File: src/rtl/multicycle_controller_pkg.sv
// Shared encodings for the multicycle RISC-V controller: FSM states, opcodes,
// datapath select codes and ALU operation codes.
package riscv_pkg;

  typedef enum logic [3:0] {
    S_FETCH, S_DECODE, S_MEMADR, S_MEMREAD, S_MEMWB, S_MEMWRITE,
    S_EXECUTER, S_EXECUTEI, S_ALUWB, S_BEQ, S_JAL
  } state_t;

  localparam logic [6:0] OP_LOAD   = 7'b0000011;
  localparam logic [6:0] OP_STORE  = 7'b0100011;
  localparam logic [6:0] OP_R      = 7'b0110011;
  localparam logic [6:0] OP_I      = 7'b0010011;
  localparam logic [6:0] OP_JAL    = 7'b1101111;
  localparam logic [6:0] OP_BRANCH = 7'b1100011;

  localparam logic [2:0] ALU_ADD = 3'b000;
  localparam logic [2:0] ALU_SUB = 3'b001;
  localparam logic [2:0] ALU_AND = 3'b010;
  localparam logic [2:0] ALU_OR  = 3'b011;
  localparam logic [2:0] ALU_SLT = 3'b101;

  localparam logic [1:0] ALUOP_ADD  = 2'b00;
  localparam logic [1:0] ALUOP_SUB  = 2'b01;
  localparam logic [1:0] ALUOP_FUNC = 2'b10;

  localparam logic [1:0] RES_ALUOUT    = 2'b00;
  localparam logic [1:0] RES_DATA      = 2'b01;
  localparam logic [1:0] RES_ALURESULT = 2'b10;

  localparam logic [1:0] SRCA_PC    = 2'b00;
  localparam logic [1:0] SRCA_OLDPC = 2'b01;
  localparam logic [1:0] SRCA_RD1   = 2'b10;

  localparam logic [1:0] SRCB_RD2  = 2'b00;
  localparam logic [1:0] SRCB_IMM  = 2'b01;
  localparam logic [1:0] SRCB_FOUR = 2'b10;

  localparam logic [1:0] IMM_I = 2'b00;
  localparam logic [1:0] IMM_S = 2'b01;
  localparam logic [1:0] IMM_B = 2'b10;
  localparam logic [1:0] IMM_J = 2'b11;

  function automatic logic [1:0] imm_src(input logic [6:0] op);
    case (op)
      OP_STORE:  return IMM_S;
      OP_BRANCH: return IMM_B;
      OP_JAL:    return IMM_J;
      default:   return IMM_I;
    endcase
  endfunction

endpackage

File: src/rtl/multicycle_controller_if.sv
// Instruction fields / flags in, datapath control strobes and selects out.
interface multicycle_controller_if;
  logic [6:0] op;
  logic [2:0] funct3;
  logic       funct7b5;
  logic       Zero;
  logic       PCWrite, AdrSrc, IRWrite, MemWrite, RegWrite;
  logic [1:0] ResultSrc, ALUSrcA, ALUSrcB, ImmSrc;
  logic [2:0] ALUControl;

  modport master (
    input  op, funct3, funct7b5, Zero,
    output PCWrite, AdrSrc, IRWrite, MemWrite, RegWrite,
           ResultSrc, ALUSrcA, ALUSrcB, ImmSrc, ALUControl
  );

  modport slave (
    output op, funct3, funct7b5, Zero,
    input  PCWrite, AdrSrc, IRWrite, MemWrite, RegWrite,
           ResultSrc, ALUSrcA, ALUSrcB, ImmSrc, ALUControl
  );
endinterface

File: src/rtl/multicycle_controller_alu_decoder.sv
// Maps the FSM's ALUOp plus instruction fields to an ALU operation code.
module alu_decoder
  import riscv_pkg::*;
(
  input  logic [1:0] ALUOp,
  input  logic [2:0] funct3,
  input  logic       op5,
  input  logic       funct7b5,
  output logic [2:0] ALUControl
);

  always_comb begin
    ALUControl = ALU_ADD;
    case (ALUOp)
      ALUOP_SUB:  ALUControl = ALU_SUB;
      ALUOP_FUNC: begin
        case (funct3)
          // op5 separates R-type sub from addi, which has no sub form
          3'b000:  ALUControl = (op5 & funct7b5) ? ALU_SUB : ALU_ADD;
          3'b010:  ALUControl = ALU_SLT;
          3'b110:  ALUControl = ALU_OR;
          3'b111:  ALUControl = ALU_AND;
          default: ALUControl = ALU_ADD;
        endcase
      end
      default:    ALUControl = ALU_ADD;
    endcase
  end

endmodule

File: src/rtl/multicycle_controller.sv
// Moore FSM controller for a multicycle RISC-V datapath; ALU op decode lives
// in alu_decoder, PC enable and immediate format are derived here.
module multicycle_controller
  import riscv_pkg::*;
#(
  parameter bit BNE_EN = 1'b1
) (
  input  logic clk,
  input  logic reset,
  multicycle_controller_if.master ctrl
);

  state_t     state_q, state_d, out_st;
  logic       pc_update, branch, ir_write, mem_write, reg_write, adr_src, take;
  logic [1:0] alu_op, result_src, src_a, src_b;

  always_ff @(posedge clk) begin
    if (!reset) state_q <= S_FETCH;
    else        state_q <= state_d;
  end

  always_comb begin
    state_d = state_q;
    case (state_q)
      S_FETCH:  state_d = S_DECODE;
      S_DECODE: begin
        case (ctrl.op)
          OP_LOAD, OP_STORE: state_d = S_MEMADR;
          OP_R:              state_d = S_EXECUTER;
          OP_I:              state_d = S_EXECUTEI;
          OP_JAL:            state_d = S_JAL;
          OP_BRANCH:         state_d = S_BEQ;
          default:           state_d = S_FETCH;
        endcase
      end
      S_MEMADR:   state_d = (ctrl.op == OP_LOAD) ? S_MEMREAD : S_MEMWRITE;
      S_MEMREAD:  state_d = S_MEMWB;
      S_EXECUTER, S_EXECUTEI, S_JAL: state_d = S_ALUWB;
      default:    state_d = S_FETCH;
    endcase
  end

  // Under reset the outputs decode as FETCH; enables are masked below.
  always_comb begin
    out_st     = reset ? state_q : S_FETCH;
    pc_update  = 1'b0;
    branch     = 1'b0;
    ir_write   = 1'b0;
    mem_write  = 1'b0;
    reg_write  = 1'b0;
    adr_src    = 1'b0;
    alu_op     = ALUOP_ADD;
    result_src = RES_ALUOUT;
    src_a      = SRCA_PC;
    src_b      = SRCB_RD2;
    case (out_st)
      S_FETCH: begin
        ir_write = 1'b1; pc_update = 1'b1;
        src_b = SRCB_FOUR; result_src = RES_ALURESULT;
      end
      S_DECODE:   begin src_a = SRCA_OLDPC; src_b = SRCB_IMM; end
      S_MEMADR:   begin src_a = SRCA_RD1;   src_b = SRCB_IMM; end
      S_MEMREAD:  adr_src = 1'b1;
      S_MEMWB:    begin result_src = RES_DATA; reg_write = 1'b1; end
      S_MEMWRITE: begin adr_src = 1'b1; mem_write = 1'b1; end
      S_EXECUTER: begin src_a = SRCA_RD1; src_b = SRCB_RD2; alu_op = ALUOP_FUNC; end
      S_EXECUTEI: begin src_a = SRCA_RD1; src_b = SRCB_IMM; alu_op = ALUOP_FUNC; end
      S_ALUWB:    reg_write = 1'b1;
      S_JAL:      begin src_a = SRCA_OLDPC; src_b = SRCB_FOUR; pc_update = 1'b1; end
      S_BEQ:      begin src_a = SRCA_RD1; src_b = SRCB_RD2; alu_op = ALUOP_SUB; branch = 1'b1; end
      default:    ;
    endcase
  end

  assign take = (BNE_EN && ctrl.funct3 == 3'b001) ? ~ctrl.Zero : ctrl.Zero;

  assign ctrl.PCWrite   = reset & (pc_update | (branch & take));
  assign ctrl.IRWrite   = reset & ir_write;
  assign ctrl.MemWrite  = reset & mem_write;
  assign ctrl.RegWrite  = reset & reg_write;
  assign ctrl.AdrSrc    = adr_src;
  assign ctrl.ResultSrc = result_src;
  assign ctrl.ALUSrcA   = src_a;
  assign ctrl.ALUSrcB   = src_b;
  assign ctrl.ImmSrc    = imm_src(ctrl.op);

  alu_decoder u_alu_dec (
    .ALUOp      (alu_op),
    .funct3     (ctrl.funct3),
    .op5        (ctrl.op[5]),
    .funct7b5   (ctrl.funct7b5),
    .ALUControl (ctrl.ALUControl)
  );

endmodule

File: src/flat_wrapper.sv
// flat-port wrapper written by rule: the top's interface ports become plain ports
module multicycle_controller_flat import riscv_pkg::*;
#(
  parameter bit BNE_EN = 1'b1
)
  (clk, reset, ctrl_op, ctrl_funct3, ctrl_funct7b5, ctrl_Zero, ctrl_PCWrite, ctrl_AdrSrc, ctrl_IRWrite, ctrl_MemWrite, ctrl_RegWrite, ctrl_ResultSrc, ctrl_ALUSrcA, ctrl_ALUSrcB, ctrl_ImmSrc, ctrl_ALUControl);
  multicycle_controller_if ctrl_i ();
  input  logic clk;
  input  logic reset;
  input wire logic [$bits(ctrl_i.op)-1:0] ctrl_op;
  input wire logic [$bits(ctrl_i.funct3)-1:0] ctrl_funct3;
  input wire logic [$bits(ctrl_i.funct7b5)-1:0] ctrl_funct7b5;
  input wire logic [$bits(ctrl_i.Zero)-1:0] ctrl_Zero;
  output wire logic [$bits(ctrl_i.PCWrite)-1:0] ctrl_PCWrite;
  output wire logic [$bits(ctrl_i.AdrSrc)-1:0] ctrl_AdrSrc;
  output wire logic [$bits(ctrl_i.IRWrite)-1:0] ctrl_IRWrite;
  output wire logic [$bits(ctrl_i.MemWrite)-1:0] ctrl_MemWrite;
  output wire logic [$bits(ctrl_i.RegWrite)-1:0] ctrl_RegWrite;
  output wire logic [$bits(ctrl_i.ResultSrc)-1:0] ctrl_ResultSrc;
  output wire logic [$bits(ctrl_i.ALUSrcA)-1:0] ctrl_ALUSrcA;
  output wire logic [$bits(ctrl_i.ALUSrcB)-1:0] ctrl_ALUSrcB;
  output wire logic [$bits(ctrl_i.ImmSrc)-1:0] ctrl_ImmSrc;
  output wire logic [$bits(ctrl_i.ALUControl)-1:0] ctrl_ALUControl;
  assign ctrl_i.op = ctrl_op;
  assign ctrl_i.funct3 = ctrl_funct3;
  assign ctrl_i.funct7b5 = ctrl_funct7b5;
  assign ctrl_i.Zero = ctrl_Zero;
  assign ctrl_PCWrite = ctrl_i.PCWrite;
  assign ctrl_AdrSrc = ctrl_i.AdrSrc;
  assign ctrl_IRWrite = ctrl_i.IRWrite;
  assign ctrl_MemWrite = ctrl_i.MemWrite;
  assign ctrl_RegWrite = ctrl_i.RegWrite;
  assign ctrl_ResultSrc = ctrl_i.ResultSrc;
  assign ctrl_ALUSrcA = ctrl_i.ALUSrcA;
  assign ctrl_ALUSrcB = ctrl_i.ALUSrcB;
  assign ctrl_ImmSrc = ctrl_i.ImmSrc;
  assign ctrl_ALUControl = ctrl_i.ALUControl;
  multicycle_controller #(.BNE_EN(BNE_EN)) u_core (.clk(clk), .reset(reset), .ctrl(ctrl_i));
endmodule
File: config.mk
export PLATFORM = sky130hd
export DESIGN_NAME = multicycle_controller_flat
export DESIGN_NICKNAME = d
export VERILOG_FILES = /design/src/rtl/multicycle_controller_pkg.sv /design/src/rtl/multicycle_controller_if.sv /design/src/rtl/multicycle_controller_alu_decoder.sv /design/src/rtl/multicycle_controller.sv /design/src/flat_wrapper.sv
export SDC_FILE = /design/constraint.sdc
export NUM_CORES = 1
export LEC_CHECK = 0
export ABC_AREA = 1
export CELL_PAD_IN_SITES_DETAIL_PLACEMENT = 1
export CELL_PAD_IN_SITES_GLOBAL_PLACEMENT = 2
export CORE_UTILIZATION = 19
export DETAILED_ROUTE_END_ITERATION = 8
export PLACE_DENSITY = 0.91
export SYNTH_ARGS = -nofsm -noshare
export SYNTH_HDL_FRONTEND = slang
export SYNTH_SLANG_ARGS = --single-unit
File: constraint.sdc
create_clock -name clk -period 3.4 [get_ports clk]
set_clock_uncertainty 0.05 [all_clocks]
set_input_delay 0.34 -clock clk [delete_from_list [all_inputs] [get_ports clk]]
set_output_delay 0.34 -clock clk [all_outputs]
set_load 0.1 [all_outputs]
==> results of run 1 <==
-- through the flow --
step / std cells / hold WS [ns] / area [um^2]
3_3_place_gp: 159 / 0.479 / 851
2_1_floorplan: 100 / 0.444 / 567
3_5_place_dp: 159 / 0.480 / 851
6_report: 162 / 0.485 / 873
5_1_grt: 162 / 0.518 / 873
4_1_cts: 162 / 0.489 / 873
-- layout make-up --
type | count | area (um^2)
Sequential cell | 4 | 80.1
Fill cell | 371 | 1910
Inverter | 21 | 78.8
Multi-Input combinational cell | 74 | 403
Timing Repair Buffer | 29 | 250
Clock buffer | 3 | 22.5
Tap cell | 31 | 38.8
-- path summary, 6_finish.rpt --
| check | startpoint | to | slack (ns) | cells after the start |
|---|---|---|---|---|
| max | reset | ctrl_ALUControl[2] | 0.89 | 7 |
| min | u_core.state_q[1] | u_core.state_q[2] | 0.49 | 2 |
| max reg2reg | u_core.state_q[0] | u_core.state_q[3] | 2.28 | 5 |
| min reg2reg | u_core.state_q[1] | u_core.state_q[2] | 0.49 | 2 |
-- per-layer routing --
metal	share of wire, %	up-vias	GRT usage (%)	wire, um
met5	0	-	0	0
met4	0	0	3.14	0
li1	-	385	-	-
met2	51	20	21.8	919
met1	43	321	14.1	770
met3	6.3	0	3.46	113
-- placed cells by master, fill, tap and decap left out, types with 2 or more instances in the layout --
master / Yosys / layout
sky130_fd_sc_hd__nand2_2: 2 / 2
sky130_fd_sc_hd__nand3_1: 11 / 11
sky130_fd_sc_hd__nand4_1: 2 / 2
sky130_fd_sc_hd__inv_2: 4 / 4
sky130_fd_sc_hd__buf_4: 0 / 16
sky130_fd_sc_hd__clkdlybuf4s50_1: 0 / 13
sky130_fd_sc_hd__a21oi_1: 6 / 6
sky130_fd_sc_hd__dfxtp_1: 4 / 4
sky130_fd_sc_hd__nor2_2: 2 / 2
sky130_fd_sc_hd__nor2_4: 2 / 2
sky130_fd_sc_hd__o22ai_1: 2 / 2
sky130_fd_sc_hd__clkbuf_4: 0 / 3
sky130_fd_sc_hd__ha_1: 2 / 2
sky130_fd_sc_hd__nor2_1: 19 / 19
sky130_fd_sc_hd__inv_1: 17 / 17
sky130_fd_sc_hd__nand2_1: 15 / 15
-- power breakdown --
group          switching, mW  internal, mW  total, mW
clock network         0.0164        0.0393     0.0557
registers            0.00175        0.0485     0.0503
logic                 0.0667        0.0298     0.0964
-- worst max-delay path: cells and delay by family --
kind / cells / cell delay (ns)
adders and majority gates: 1 / 0.32
and+or+nand+nor: 3 / 0.45
buffers and inverters: 3 / 1.01
-- kinds of logic after synthesis --
group / Yosys count / synth area share (%)
buffers and inverters: 22 / 14.8
AOI/OAI and AO/OA: 16 / 19.6
DFF: 4 / 14.1
adders and majority gates: 2 / 4.41
and+or+nand+nor: 56 / 47.0
==> impl_metrics.py, run 1 <==
metrics = {
    "cells_and_area": {
        "num_antenna_cells": 0,
        "syn2layout_area_growth_pct": 54.1,
        "layout-drive-gt1-share_pct": 25.2,
        "top_regs": "u_core.state_q x4",
        "nNetsFinal": 149,
        "largest_register": "u_core.state_q",
        "finish.utilization_pct": 31.4,
        "largest_reg_flops": 4,
    },
    "detailed_routing": {
        "detail_route.iter0.violations": 17,
        "route.detailed.vias_per_inst": 4.48,
        "wirelength_um": 1800,
        "wl_per_cell_um": 11.1,
        "drc_errors": 0,
        "vias": 726,
        "ant_nets": 0,
        "firstDrtPassIters": 2,
    },
    "logic_synthesis": {
        "synth_area_leaders": "sky130_fd_sc_hd__dfxtp_1 14%, sky130_fd_sc_hd__nor2_1 13%, sky130_fd_sc_hd__inv_1 11%",
        "post_synth.cell_area_avg_um2": 5.67,
        "mappedNetlistArea_um2": 567,
        "synthesis.nets": 116,
        "post_synth_edffs": 0,
        "synth_cell_types": 25,
        "synth.ff_latch_count": 4,
        "synth_ff_type": "sky130_fd_sc_hd__dfxtp_1",
        "synthesis.yosys.warnings": 0,
        "yosys.cell_count.top_type": "sky130_fd_sc_hd__nor2_1",
        "synthArstFlopShare_pct": 0,
        "synth-seq-area-share_pct": 14.1,
        "yosysTopAreaCellShare_pct": 14.1,
        "ys_top_cells_by_count": "19 x sky130_fd_sc_hd__nor2_1, 17 x sky130_fd_sc_hd__inv_1, 15 x sky130_fd_sc_hd__nand2_1",
        "post_synth_inst_count": 100,
        "post-synth-top-area-cell": "sky130_fd_sc_hd__dfxtp_1",
    },
    "global_routing": {
        "grt_pass1_vias": 729,
        "grt_usage_pct": 12.2,
        "grt_pass1_wl_um": 3110,
        "grt_antenna_before_repair": 0,
        "globalRoute.totalOverflow": 0,
        "grt_start_max_net_pins": 9,
    },
    "clocking": {
        "worst_setup_hold_path_clk_slew_ns": 0.04,
        "clk_root_buffer_cell": "sky130_fd_sc_hd__clkbuf_4",
        "hold_buffers": 0,
        "clock_tree.htree_level_count": 1,
        "post_cts_resized": 0,
        "clock-sinks": 4,
        "ctsLongestPathBuffers": 2,
        "cts_tree": "yes",
        "tritoncts.num_buffers": 3,
        "clkLatencyLatePin_ns": 0.23,
        "cts_setup_buffers": 0,
    },
    "worst_setup_path": {
        "worstSetupPathType": "primary input to output port",
        "critical_path_cell_sequence": "clkdlybuf4s50_1, nand3_2, nor2_2, inv_1, ha_1, nor2_1, buf_4",
        "critical-path-max-stage-delay_ns": 0.62,
        "crit_path_end_kind": "output port",
        "setup.worst_path.start_class": "primary input",
        "worst-endpoint-arrival_ns": 2.12,
        "crit_fanout": 8,
        "critPathRequiredTime_ns": 3.01,
        "timing.critical_path.slowest_stage_cell": "sky130_fd_sc_hd__clkdlybuf4s50_1",
    },
    "timing": {
        "setup_total_negative_slack_ns": 0,
        "grt_setup_unrepaired": "false",
        "tightest_slew_ns": 0.265,
        "final_max_slew_viol_count": 0,
        "post-route-worst-setup-slack_ns": 0.892,
        "hold_viol_final": 0,
        "setup_viol_count_final": 0,
        "timing.final.crit_share_pct": 73.8,
        "period_needed_ns": 2.51,
        "fmax_ghz": 0.399,
        "max-slew-margin-rel_pct": 82.3,
    },
    "die": {
        "start_util_pct": 20.4,
        "die_area_um2": 3210,
        "die_outline_width_um": 56.6,
        "dieHeight_um": 56.6,
        "core_um2": 2780,
        "placement_rows": 19,
        "ios": 30,
    },
    "run": {
        "maxCapViolCount": 0,
    },
    "place": {
        "place_worst_setup_slack_ns": 0.867,
        "hpwlAfterDp_um": 1630,
        "place.gp.congestion": 0.772,
        "io_buffer_count": 29,
    },
    "outcome": {
        "run_status": "finished clean",
    },
    "min_path": {
        "worst_hold_class": "register to register",
    },
    "power_and_ir_drop": {
        "leakage_nw": 0.405,
        "vdd.ir_drop.worst_mv": 0.114,
        "p_per_area_nw_per_um2": 232,
        "totalPowerFinal_uw": 202,
    },
}
(Power assumes the default switching activity.)
==> run 2: changes to the inputs <==
--- a/config.mk
+++ b/config.mk
@@ -8,9 +8,9 @@
 export ABC_AREA = 1
 export CELL_PAD_IN_SITES_DETAIL_PLACEMENT = 1
 export CELL_PAD_IN_SITES_GLOBAL_PLACEMENT = 2
-export CORE_UTILIZATION = 19
+export CORE_UTILIZATION = 17
 export DETAILED_ROUTE_END_ITERATION = 8
-export PLACE_DENSITY = 0.91
+export PLACE_DENSITY = 0.83
 export SYNTH_ARGS = -nofsm -noshare
 export SYNTH_HDL_FRONTEND = slang
 export SYNTH_SLANG_ARGS = --single-unit
==> constraint.sdc (replaced) <==
create_clock -name clk -period 2.6 [get_ports clk]
set_clock_uncertainty 0.05 [all_clocks]
set_input_delay 0.26 -clock clk [delete_from_list [all_inputs] [get_ports clk]]
set_output_delay 0.26 -clock clk [all_outputs]
set_load 0.1 [all_outputs]
==> impl_metrics.py, run 2 (synthesis results as in run 1) <==
metrics = {
    "global_routing": {
        "grt_usage_pct": 12.4,
        "grt_pass1_wl_um": 3360,
        "grt_pass1_vias": 749,
        "grt_antenna_before_repair": 0,
        "grt_start_max_net_pins": 9,
        "globalRoute.totalOverflow": 0,
    },
    "die": {
        "core_um2": 3100,
        "dieHeight_um": 59.7,
        "ios": 30,
        "placement_rows": 20,
        "die_area_um2": 3570,
        "start_util_pct": 18.3,
        "die_outline_width_um": 59.7,
    },
    "clocking": {
        "clock-sinks": 4,
        "ctsLongestPathBuffers": 2,
        "tritoncts.num_buffers": 3,
        "clock_tree.htree_level_count": 1,
        "cts_setup_buffers": 0,
        "cts_tree": "yes",
        "clk_root_buffer_cell": "sky130_fd_sc_hd__clkbuf_4",
        "clkLatencyLatePin_ns": 0.23,
        "hold_buffers": 0,
        "worst_setup_hold_path_clk_slew_ns": 0.04,
        "post_cts_resized": 0,
    },
    "cells_and_area": {
        "largest_register": "u_core.state_q",
        "final_cell_mix": "19 x sky130_fd_sc_hd__nor2_1, 17 x sky130_fd_sc_hd__inv_1, 15 x sky130_fd_sc_hd__nand2_1, 15 x sky130_fd_sc_hd__buf_12, 13 x sky130_fd_sc_hd__clkdlybuf4s50_1",
        "largest_reg_flops": 4,
        "top_regs": "u_core.state_q x4",
        "nNetsFinal": 149,
        "syn2layout_area_growth_pct": 90.9,
        "num_antenna_cells": 0,
        "finish.utilization_pct": 34.9,
        "mostFrequentLayoutCell": "sky130_fd_sc_hd__nor2_1",
        "layout-drive-gt1-share_pct": 26.0,
    },
    "timing": {
        "timing.final.crit_share_pct": 89.5,
        "setup_viol_count_final": 0,
        "fmax_ghz": 0.430,
        "setup_total_negative_slack_ns": 0,
        "final_max_slew_viol_count": 0,
        "tightest_slew_ns": 0.301,
        "max-slew-margin-rel_pct": 79.9,
        "grt_setup_unrepaired": "false",
        "hold_viol_final": 0,
        "period_needed_ns": 2.33,
    },
    "place": {
        "hpwlAfterDp_um": 1790,
        "io_buffer_count": 29,
        "place.gp.congestion": 0.828,
    },
    "detailed_routing": {
        "wirelength_um": 2050,
        "ant_nets": 0,
        "wl_per_cell_um": 11.7,
        "route.detailed.vias_per_inst": 4.21,
        "vias": 736,
        "firstDrtPassIters": 4,
        "detail_route.iter0.violations": 23,
        "drc_errors": 0,
    },
    "worst_setup_path": {
        "crit_fanout": 8,
        "crit_path_end_kind": "output port",
        "critical-path-max-stage-delay_ns": 0.64,
        "setup.worst_path.start_class": "primary input",
        "timing.critical_path.slowest_stage_cell": "sky130_fd_sc_hd__clkdlybuf4s50_1",
        "worst-endpoint-arrival_ns": 2.02,
        "worstSetupPathType": "primary input to output port",
        "critical_path_cell_sequence": "clkdlybuf4s50_1, nand3_2, nor2_2, inv_1, ha_1, nor2_1, buf_12",
        "critPathRequiredTime_ns": 2.29,
    },
    "power_and_ir_drop": {
        "leakage_nw": 0.454,
        "vdd.ir_drop.worst_mv": 0.116,
        "p_per_area_nw_per_um2": 266,
    },
    "run": {
        "maxCapViolCount": 0,
    },
    "outcome": {
        "run_status": "finished clean",
    },
    "min_path": {
        "worst_hold_class": "register to register",
    },
}
==> run 2: cell counts in the layout (fill, tap and decap cells not counted) <==
No cell type changed its count.
==> run 2: final cells by class <==
cell class / instances / area [um^2]
flip-flops and latches: 4 / 80.1
inverters: 21 / 78.8
multi-input cells: 74 / 408
well taps: 44 / 55.1
fillers: 408 / 2020
clock buffers: 3 / 22.5
repair buffers: 29 / 438
==> run 2: critical path: cells and delay by family <==
family | cells | cell delay [ns]
fa+ha+maj | 1 | 0.31
buf+inv | 3 | 0.92
simple gates | 3 | 0.52
==> run 2: where the power goes <==
group / switching (mW) / internal (mW)
Sequential: 0.00238 / 0.0634
Clock: 0.0227 / 0.0515
Combinational: 0.0936 / 0.0540
==> run 2: final timing paths <==
kind / startpoint / end / slack [ns] / cells past startpoint
hold / removal: u_core.state_q[0] / u_core.state_q[3] / 0.50 / 2
setup reg to reg: u_core.state_q[3] / u_core.state_q[2] / 1.43 / 5
setup / recovery: reset / ctrl_ALUControl[2] / 0.27 / 7
hold reg to reg: u_core.state_q[0] / u_core.state_q[3] / 0.50 / 2
==> run 2: per-layer routing <==
metal / track usage (%) / share of wire (%) / routed length [um]
met1: 14.0 / 41 / 842
met2: 24.0 / 54 / 1110
met3: 1.73 / 4.7 / 97
met4: 2.99 / 0 / 0
met5: 0 / 0 / 0
==> run 2: through the flow <==
step           std cells  worst slack (ns)  hold slack, ns  total power, mW  area (um^2)
3_3_place_gp         172             0.309           0.485            0.213         1060
4_1_cts              175             0.252           0.498            0.293         1080
6_report             175             0.273           0.498            0.288         1080
2_1_floorplan        100          -0.00216           0.384            0.153          572
3_5_place_dp         172             0.253           0.496            0.215         1060
5_1_grt              175             0.135           0.528            0.304         1080
